File: config.mk
export PLATFORM = sky130hd
export DESIGN_NAME = mmu_port_arbiter_flat
export DESIGN_NICKNAME = d
export VERILOG_FILES = /design/src/rtl/mmu_port_arbiter_if.sv /design/src/rtl/mmu_port_arbiter.sv /design/src/flat_wrapper.sv
export SDC_FILE = /design/constraint.sdc
export NUM_CORES = 1
export LEC_CHECK = 0
export BUFFER_PORTS_ARGS = -buffer_cell sky130_fd_sc_hd__buf_2
export CORE_AREA = 2 2 190 192
export DETAILED_ROUTE_END_ITERATION = 8
export DIE_AREA = 0 0 192 194
export GPL_TIMING_DRIVEN = 0
export HOLD_SLACK_MARGIN = 0.06
export SLEW_MARGIN = 20
export SYNTH_ARGS = -nofsm -noshare
export SYNTH_HDL_FRONTEND = slang
export SYNTH_SLANG_ARGS = --single-unit
File: constraint.sdc
create_clock -name clk -period 2.2 [get_ports clk]
set_input_delay 0.22 -clock clk [delete_from_list [all_inputs] [get_ports clk]]
set_output_delay 0.22 -clock clk [all_outputs]
set_load 0.01 [all_outputs]
File: src/rtl/mmu_port_arbiter_if.sv
// Bundle of the fetch, data, flush and MMU-side signals around mmu_port_arbiter.
// slave  : the arbiter's view (takes requests, drives the MMU port).
// master : the surrounding datapath/MMU view.
interface mmu_port_arbiter_if #(
  parameter int unsigned ADDR_W = 64,
  parameter int unsigned DATA_W = 64,
  parameter int unsigned INST_W = 32
);
  logic              if_req;
  logic [ADDR_W-1:0] if_addr;
  logic              if_ready;
  logic [INST_W-1:0] if_rdata;
  logic              mem_req;
  logic              mem_we;
  logic [ADDR_W-1:0] mem_addr;
  logic [DATA_W-1:0] mem_wdata;
  logic              mem_ready;
  logic [DATA_W-1:0] mem_rdata;
  logic              flush_req;
  logic              stall;
  logic              mmu_valid;
  logic              mmu_we;
  logic [ADDR_W-1:0] mmu_addr;
  logic [DATA_W-1:0] mmu_wdata;
  logic [DATA_W-1:0] mmu_rdata;
  logic              mmu_ready;
  logic              mmu_flush;

  modport slave (
    input  if_req, if_addr, mem_req, mem_we, mem_addr, mem_wdata, flush_req,
           mmu_rdata, mmu_ready,
    output if_ready, if_rdata, mem_ready, mem_rdata, stall,
           mmu_valid, mmu_we, mmu_addr, mmu_wdata, mmu_flush
  );

  modport master (
    output if_req, if_addr, mem_req, mem_we, mem_addr, mem_wdata, flush_req,
           mmu_rdata, mmu_ready,
    input  if_ready, if_rdata, mem_ready, mem_rdata, stall,
           mmu_valid, mmu_we, mmu_addr, mmu_wdata, mmu_flush
  );
endinterface

File: src/rtl/mmu_port_arbiter.sv
// Shares the single MMU port between instruction fetch and load/store, and
// sequences TLB flushes so they never overlap an in-flight access.
// Optional feature macro: RR_ARB_EN (round-robin arbitration; default is
// fixed priority with MEM beating IF).
module mmu_port_arbiter #(
  parameter int unsigned ADDR_W       = 64,
  parameter int unsigned DATA_W       = 64,
  parameter int unsigned INST_W       = 32,
  parameter int unsigned FLUSH_CYCLES = 2
) (
  input  logic              clk,
  input  logic              rst,
  mmu_port_arbiter_if.slave bus
);
  localparam int unsigned   CNT_W      = 4;
  localparam logic [CNT_W-1:0] FLUSH_LOAD = CNT_W'(FLUSH_CYCLES);

  typedef enum logic [2:0] {IDLE, GNT_IF, GNT_MEM, RESP, FLUSH} state_t;
  typedef enum logic {OWN_IF, OWN_MEM} owner_t;

  state_t           state, state_nxt;
  owner_t           last_owner, last_owner_nxt;
  logic             flush_pend, flush_pend_nxt;
  logic [CNT_W-1:0] cnt, cnt_nxt;
  logic             pick_mem;
  logic             grant;
  logic             if_done;
  logic             mem_done;

  // Winner when at least one request is present in IDLE
  always_comb begin
`ifdef RR_ARB_EN
    pick_mem = bus.mem_req & ~(bus.if_req & (last_owner == OWN_MEM));
`else
    pick_mem = bus.mem_req;
`endif
  end

  // Next-state, grant and completion decode
  always_comb begin
    state_nxt      = state;
    last_owner_nxt = last_owner;
    flush_pend_nxt = flush_pend;
    cnt_nxt        = cnt;
    grant          = 1'b0;
    if_done        = 1'b0;
    mem_done       = 1'b0;
    case (state)
      IDLE: begin
        if (flush_pend || bus.flush_req) begin
          state_nxt = FLUSH;
          cnt_nxt   = FLUSH_LOAD;
        end else if (bus.mem_req || bus.if_req) begin
          grant          = 1'b1;
          state_nxt      = pick_mem ? GNT_MEM : GNT_IF;
          last_owner_nxt = pick_mem ? OWN_MEM : OWN_IF;
        end
      end
      GNT_IF, GNT_MEM: begin
        if (bus.flush_req) flush_pend_nxt = 1'b1;
        if (bus.mmu_ready) begin
          if_done   = (state == GNT_IF);
          mem_done  = (state == GNT_MEM);
          state_nxt = RESP;
        end
      end
      RESP: begin
        if (bus.flush_req) flush_pend_nxt = 1'b1;
        state_nxt = IDLE;
      end
      FLUSH: begin
        if (bus.flush_req) begin
          cnt_nxt = FLUSH_LOAD;
        end else if (cnt <= CNT_W'(1)) begin
          state_nxt      = IDLE;
          flush_pend_nxt = 1'b0;
        end else begin
          cnt_nxt = cnt - CNT_W'(1);
        end
      end
      default: state_nxt = IDLE;
    endcase
  end

  // FSM state, owner, pending flush and flush counter
  always_ff @(posedge clk) begin
    if (!rst) begin
      state      <= IDLE;
      last_owner <= OWN_IF;
      flush_pend <= 1'b0;
      cnt        <= '0;
    end else begin
      state      <= state_nxt;
      last_owner <= last_owner_nxt;
      flush_pend <= flush_pend_nxt;
      cnt        <= cnt_nxt;
    end
  end

  // Registered MMU-side and requester-side outputs
  always_ff @(posedge clk) begin
    if (!rst) begin
      bus.mmu_valid <= 1'b0;
      bus.mmu_flush <= 1'b0;
      bus.mmu_we    <= 1'b0;
      bus.mmu_addr  <= '0;
      bus.mmu_wdata <= '0;
      bus.if_ready  <= 1'b0;
      bus.mem_ready <= 1'b0;
      bus.if_rdata  <= '0;
      bus.mem_rdata <= '0;
    end else begin
      bus.mmu_valid <= (state_nxt == GNT_IF) || (state_nxt == GNT_MEM);
      bus.mmu_flush <= (state_nxt == FLUSH);
      bus.if_ready  <= if_done;
      bus.mem_ready <= mem_done;
      if (grant) begin
        bus.mmu_we    <= pick_mem & bus.mem_we;
        bus.mmu_addr  <= pick_mem ? bus.mem_addr : bus.if_addr;
        bus.mmu_wdata <= pick_mem ? bus.mem_wdata : '0;
      end
      if (if_done)  bus.if_rdata  <= bus.mmu_rdata[INST_W-1:0];
      if (mem_done) bus.mem_rdata <= bus.mmu_rdata;
    end
  end

  // Stall from live requests vs. registered readies; masked while in reset
  assign bus.stall = rst & ((bus.mem_req & ~bus.mem_ready) | (bus.if_req & ~bus.if_ready));

endmodule

File: src/flat_wrapper.sv
// flat-port wrapper written by rule: the top's interface ports become plain ports
module mmu_port_arbiter_flat 
#(
  parameter int unsigned ADDR_W       = 64,
  parameter int unsigned DATA_W       = 64,
  parameter int unsigned INST_W       = 32,
  parameter int unsigned FLUSH_CYCLES = 2
)
  (clk, rst, bus_if_req, bus_if_addr, bus_mem_req, bus_mem_we, bus_mem_addr, bus_mem_wdata, bus_flush_req, bus_mmu_rdata, bus_mmu_ready, bus_if_ready, bus_if_rdata, bus_mem_ready, bus_mem_rdata, bus_stall, bus_mmu_valid, bus_mmu_we, bus_mmu_addr, bus_mmu_wdata, bus_mmu_flush);
  mmu_port_arbiter_if #(.ADDR_W(ADDR_W), .DATA_W(DATA_W), .INST_W(INST_W)) bus_i ();
  input  logic clk;
  input  logic rst;
  input wire logic [$bits(bus_i.if_req)-1:0] bus_if_req;
  input wire logic [$bits(bus_i.if_addr)-1:0] bus_if_addr;
  input wire logic [$bits(bus_i.mem_req)-1:0] bus_mem_req;
  input wire logic [$bits(bus_i.mem_we)-1:0] bus_mem_we;
  input wire logic [$bits(bus_i.mem_addr)-1:0] bus_mem_addr;
  input wire logic [$bits(bus_i.mem_wdata)-1:0] bus_mem_wdata;
  input wire logic [$bits(bus_i.flush_req)-1:0] bus_flush_req;
  input wire logic [$bits(bus_i.mmu_rdata)-1:0] bus_mmu_rdata;
  input wire logic [$bits(bus_i.mmu_ready)-1:0] bus_mmu_ready;
  output wire logic [$bits(bus_i.if_ready)-1:0] bus_if_ready;
  output wire logic [$bits(bus_i.if_rdata)-1:0] bus_if_rdata;
  output wire logic [$bits(bus_i.mem_ready)-1:0] bus_mem_ready;
  output wire logic [$bits(bus_i.mem_rdata)-1:0] bus_mem_rdata;
  output wire logic [$bits(bus_i.stall)-1:0] bus_stall;
  output wire logic [$bits(bus_i.mmu_valid)-1:0] bus_mmu_valid;
  output wire logic [$bits(bus_i.mmu_we)-1:0] bus_mmu_we;
  output wire logic [$bits(bus_i.mmu_addr)-1:0] bus_mmu_addr;
  output wire logic [$bits(bus_i.mmu_wdata)-1:0] bus_mmu_wdata;
  output wire logic [$bits(bus_i.mmu_flush)-1:0] bus_mmu_flush;
  assign bus_i.if_req = bus_if_req;
  assign bus_i.if_addr = bus_if_addr;
  assign bus_i.mem_req = bus_mem_req;
  assign bus_i.mem_we = bus_mem_we;
  assign bus_i.mem_addr = bus_mem_addr;
  assign bus_i.mem_wdata = bus_mem_wdata;
  assign bus_i.flush_req = bus_flush_req;
  assign bus_i.mmu_rdata = bus_mmu_rdata;
  assign bus_i.mmu_ready = bus_mmu_ready;
  assign bus_if_ready = bus_i.if_ready;
  assign bus_if_rdata = bus_i.if_rdata;
  assign bus_mem_ready = bus_i.mem_ready;
  assign bus_mem_rdata = bus_i.mem_rdata;
  assign bus_stall = bus_i.stall;
  assign bus_mmu_valid = bus_i.mmu_valid;
  assign bus_mmu_we = bus_i.mmu_we;
  assign bus_mmu_addr = bus_i.mmu_addr;
  assign bus_mmu_wdata = bus_i.mmu_wdata;
  assign bus_mmu_flush = bus_i.mmu_flush;
  mmu_port_arbiter #(.ADDR_W(ADDR_W), .DATA_W(DATA_W), .INST_W(INST_W), .FLUSH_CYCLES(FLUSH_CYCLES)) u_core (.clk(clk), .rst(rst), .bus(bus_i));
endmodule
Yosys cells after proc, flatten, opt, wreduce, memory -nomap -nowiden:

Index checks and enable logic that the tools add are counted.

* register bits after elaboration: 237
* logic and storage cells: 67
* input port bits: 263

* eq/ne operators: 12
* reductions and logical operators: 10
* bitwise gates (word level): 7
* mux-type cells: 24
* $add $sub $neg: 1
* order comparisons: 1

Operators by type and width (count)
* 64-bit 2-to-1 mux: 2
* 3-bit 2-to-1 mux: 5
* 4-bit 2-to-1 mux: 3
* 1-bit 2-to-1 mux: 10
* 3-bit by 2-bit equality test with 1-bit output, second input constant: 3
* 3-bit case mux with 3 select lines: 1
* 4-bit case mux with 2 select lines: 1
* 3-bit by 1-bit equality test with 1-bit output, second input constant: 2
* 3-bit equality test, second input constant: 2
* 2-bit by 1-bit inequality test with 1-bit output, second input constant: 3
* 1-bit AND: 4
* 4-bit by 1-bit less-or-equal comparator with 1-bit output, second input constant: 1
* 4-bit AND reduction: 1
* 2-bit nonzero test: 2
* 4-bit by 1-bit subtractor with 4-bit output, second input constant: 1
* 3-bit zero test: 1
* 1-bit logical OR: 3
* 3-bit inequality test, second input constant: 1
* 3-bit AND reduction: 1
* 3-bit OR reduction: 1
* 2-bit 2-to-1 mux: 1
* 2-bit inequality test, second input constant: 1
* 1-bit NOT: 2
* 1-bit case mux with 2 select lines: 1
* other kinds (2): 2

Longest topological paths before layout:

* depth after elaboration: 6
* mapped depth: 7

Least setup slack after synthesis:

OpenSTA, ideal clock, no wires.

* path kind: reg2reg
* start: register u_core.cnt[0]
* end: register u_core.cnt[2]
* arrival time: 1.682 ns
* period minus slack after synthesis: 1.797 ns
* cell stages (with the launch flop): 8
* slack: 0.403 ns
* buffers on the path: 1
* library setup time: 0.115 ns
* cell sequence: dfxtp_1 -> inv_1 -> ha_1 -> or2_2 -> and4b_1 -> clkbuf_1 -> o31a_1 -> o21a_1

* word-level cells in the longest chain between the ends: 4
* elaborated cells on any way between the ends: 7
* those cells by class: add/sub: 1; order compare: 1; eq/ne: 1; mux: 3; reduce/logical: 1

RTL lines
* from (decl): line mmu_port_arbiter.sv:24 `logic [CNT_W-1:0] cnt, cnt_nxt;`
* from (signal assigned): line mmu_port_arbiter.sv:96 `cnt <= cnt_nxt;`
* 4-bit by 1-bit subtractor with 4-bit output: line mmu_port_arbiter.sv:78 `cnt_nxt = cnt - CNT_W'(1);`
* 4-bit 2-to-1 mux: line mmu_port_arbiter.sv:74 `end else if (cnt <= CNT_W'(1)) begin`
* 4-bit 2-to-1 mux: line mmu_port_arbiter.sv:72 `if (bus.flush_req) begin`
* 4-bit case mux with 2 select lines: line mmu_port_arbiter.sv:48 `case (state)`

Several ways; a longest one is shown, not always the timed one. The select of a mux whose other input is x is not followed.
A chain may end at the register's enable or synchronous reset.

Worst setup path after layout:

Ends and elaborated chain as after synthesis.

==> metrics.csv <==
metric,value,unit
Filler cells,3384,
violation count after the first detailed-routing iteration,443,
Tightest Pin Transition,0.820,ns
clock-pin slew on the worst setup and hold paths,0.06,ns
Setup CP Type,flip-flop to flip-flop,
Critical Path RT,2.65,ns
Area contributors post-synth,"dfxtp_1, nand2_1, a211oi_2",
Fin. Hold Viols,0,
initial antenna violation count,2,
status,"complete, no violations",
GRT Overall Usage,18.3,%
average size of a mapped cell,9.27,um^2
most frequent cells in the layout,"buf_2, dfxtp_1, dlygate4sd3_1",
CTS tree,yes,
CTS max path bufs,3,
DRC,0,
Post-Synthesis Cells,990,
hold endpoint,u_core.bus.mmu_addr[37],
Total Nets Final,1975,
fmax,0.506,GHz
"CP delay by family, top",simple AND/OR/NAND/NOR gates,
Initial Util,26.0,%
Post-DP HPWL,26200,um
dpl cell area,0.0122,mm^2
first drt pass iteration count,4,
antenna-violating nets left,0,
Die Wd,192,um
Layout area overhead,64.3,%
area share of the largest cell type after synthesis,51.7,%
Die Area,0.0372,mm^2
# IOs,493,
Top Metal Used,met4,
sequential area share after synthesis,51.7,%
CTS resizes,0,
number of global-route vias before repair,10037,
CP max stage delay,0.40,ns
Fin Setup TNS,0,ns
yosys warns,0,
RePlAce Congestion,0.818,
core area,0.0352,mm^2
CP arrival,2.42,ns
maximum vdd ir drop,0.663,mV
Hold Path Class,input port to flip-flop,
startpoint types,flip-flop,
share of post-route cells with drive strength above 1,37.1,%
Setup-failing EPs final,0,
drt wl/cell,16.7,um
largest net degree at the start of global routing,14,
final worst-path cycle share,89.7,%
WL final,36700,um
clk_skew,0.0123,ns
met2 wire len,18100,um
"most common cell after layout, fill and taps aside",buf_2,
total power draw,11.6,mW
hold_sp,bus_mem_addr[37],
number of CTS-inserted buffers,27,
H-tree depth,1,
Skew-Pair Late Insertion Delay,0.55,ns
row cnt,69,
final slew viol count,0,
wire length on met1,14200,um
Post-Syn Nets,1255,
Worst Path Max Fanout,7,
Synth area leader,dfxtp_1,
critical path's slowest cell,dfxtp_1,
CP Buf/Inv Count,2,
Slew headroom,45.4,%
Die Span Y,194,um
DP Cell Count,1943,
Critical Path Stages,7,
clock root cell,clkbuf_16,
final instance area,0.0151,mm^2
r2r setup slk,0.23,ns
CTS Sinks,237,
FF-to-FF path depth,7,
number of I/O port buffers,492,
Reg-to-Reg End,u_core.cnt[2],
gr ovfl total,0,
WHS Path Cells,3,
WL met3,2570,um
cells along the critical path,"inv_1, ha_1, or2_2, and4b_1, clkbuf_1, o31a_1, o21a_1",
vias post-DR,10036,
Unique masters post-synth,36,
MaxCap Viol Count,0,
Setup crit end kind,flip-flop,
Power Density,772,mW/mm^2
Tmin final,1.97,ns
leakage power,6.86,nW
vias per inst,4.58,
first-pass GRT wire length,53900,um
Mapped Area,0.00918,mm^2
Reg-to-Reg Start,u_core.cnt[0],
unrepaired setup endpoints after global routing,false,
Layout Cells excl Fill,2193,
Yosys reg bits,237,
==> per-stage QoR <==
| step | setup WS, ns | hold slack, ns | utilization, % |
|---|---|---|---|
| floorplan | 0.403 | 0.337 | - |
| global placement | 0.0166 | 0.439 | 34.7 |
| detailed placement | -0.00974 | 0.443 | 34.7 |
| CTS | 0.228 | 0.0604 | 42.8 |
| global route | 0.128 | 0.0702 | 42.8 |
| finish | 0.226 | 0.0798 | 42.8 |
==> timing repair <==
| action | CTS | global route |
|---|---|---|
| hold endpoints to repair | 204 | 0 |
| hold buffers | 199 | 0 |
| setup buffers | 0 | 0 |
| setup endpoints to repair | 0 | 0 |
==> how the worst max path moves through the flow <==
stage,endpoint,start,slack (ns)
finish,u_core.cnt[2],u_core.cnt[0],0.23
CTS,u_core.cnt[2],u_core.cnt[0],0.23
floorplan,u_core.cnt[2],u_core.cnt[0],0.40
detailed placement,u_core.bus.mmu_wdata[39],rst,-0.01
global placement,u_core.bus.mmu_we,rst,0.02
global route,u_core.cnt[2],u_core.cnt[0],0.13
==> tightest hold or removal path: cells and delay by family <==
kind	cells	cell delay, ns
buffers and inverters	1	0.10
AO/OA/AOI/OAI	1	0.09
multiplexers	1	0.16
==> registers in the layout, summed over array words and instances (netlist names), 3 cells and up <==
name and cells:
u_core.bus.mmu_addr 64, u_core.state 3, u_core.bus.mem_rdata 64, u_core.bus.if_rdata 32
u_core.cnt 4, u_core.bus.mmu_wdata 64
==> Yosys cell counts <==
master,number
a211o_1,2
a211oi_1,9
a211oi_2,56
a21oi_1,100
a22oi_1,65
a311oi_1,1
and2_1,2
and4b_1,1
buf_2,22
buf_4,17
buf_6,7
clkbuf_1,37
dfxtp_1,237
ha_1,2
inv_1,5
inv_2,1
mux2i_1,65
nand2_1,196
nand4_1,1
nor2_1,139
nor2b_1,1
nor3_1,3
nor3_2,1
nor3b_1,2
nor4b_2,2
nor4b_4,1
nor4bb_1,2
o21a_1,2
o21ai_0,4
o22ai_1,1
o31a_1,1
o31ai_1,1
o32ai_1,1
or2_2,1
or3_1,1
xnor2_1,1
==> metal layers <==
metal,global-route usage [%],vias to the layer above
met5,0,-
met4,8.96,0
met3,3.55,91
met2,33.5,448
met1,20.0,4651
li1,-,4846
==> cell type report <==
class	instances	area (um^2)	area share [%]
flip-flops and latches	237	4740	31.5
inverters	6	22.5	0.149
multi-input cells	664	3950	26.2
plain buffers	83	455	3.02
well taps	461	577	3.83
clock buffers	42	812	5.39
repair buffers	691	4450	29.6
clock inverters	7	48.8	0.324
diodes	2	5.00	0.0332
==> kinds of logic (layout without fill, tap and decap cells) <==
family / count (synthesis) / in the layout / share of synthesized area [%]
XOR/XNOR: 1 / 1 / 0.0955
buffers and inverters: 89 / 829 / 5.21
multiplexers: 65 / 65 / 7.09
AO/OA/AOI/OAI: 243 / 243 / 20.2
flip-flops: 237 / 237 / 51.7
AND/OR/NAND/NOR: 353 / 353 / 15.5
other: 0 / 2 / 0
adder cells (fa/ha/maj): 2 / 2 / 0.273
==> report_power, final <==
group	switching (mW)	internal, mW
combinational	1.32	1.14
sequential	0.174	4.62
clock	1.85	2.53
Note: power is estimated with default switching activity, not from simulation.
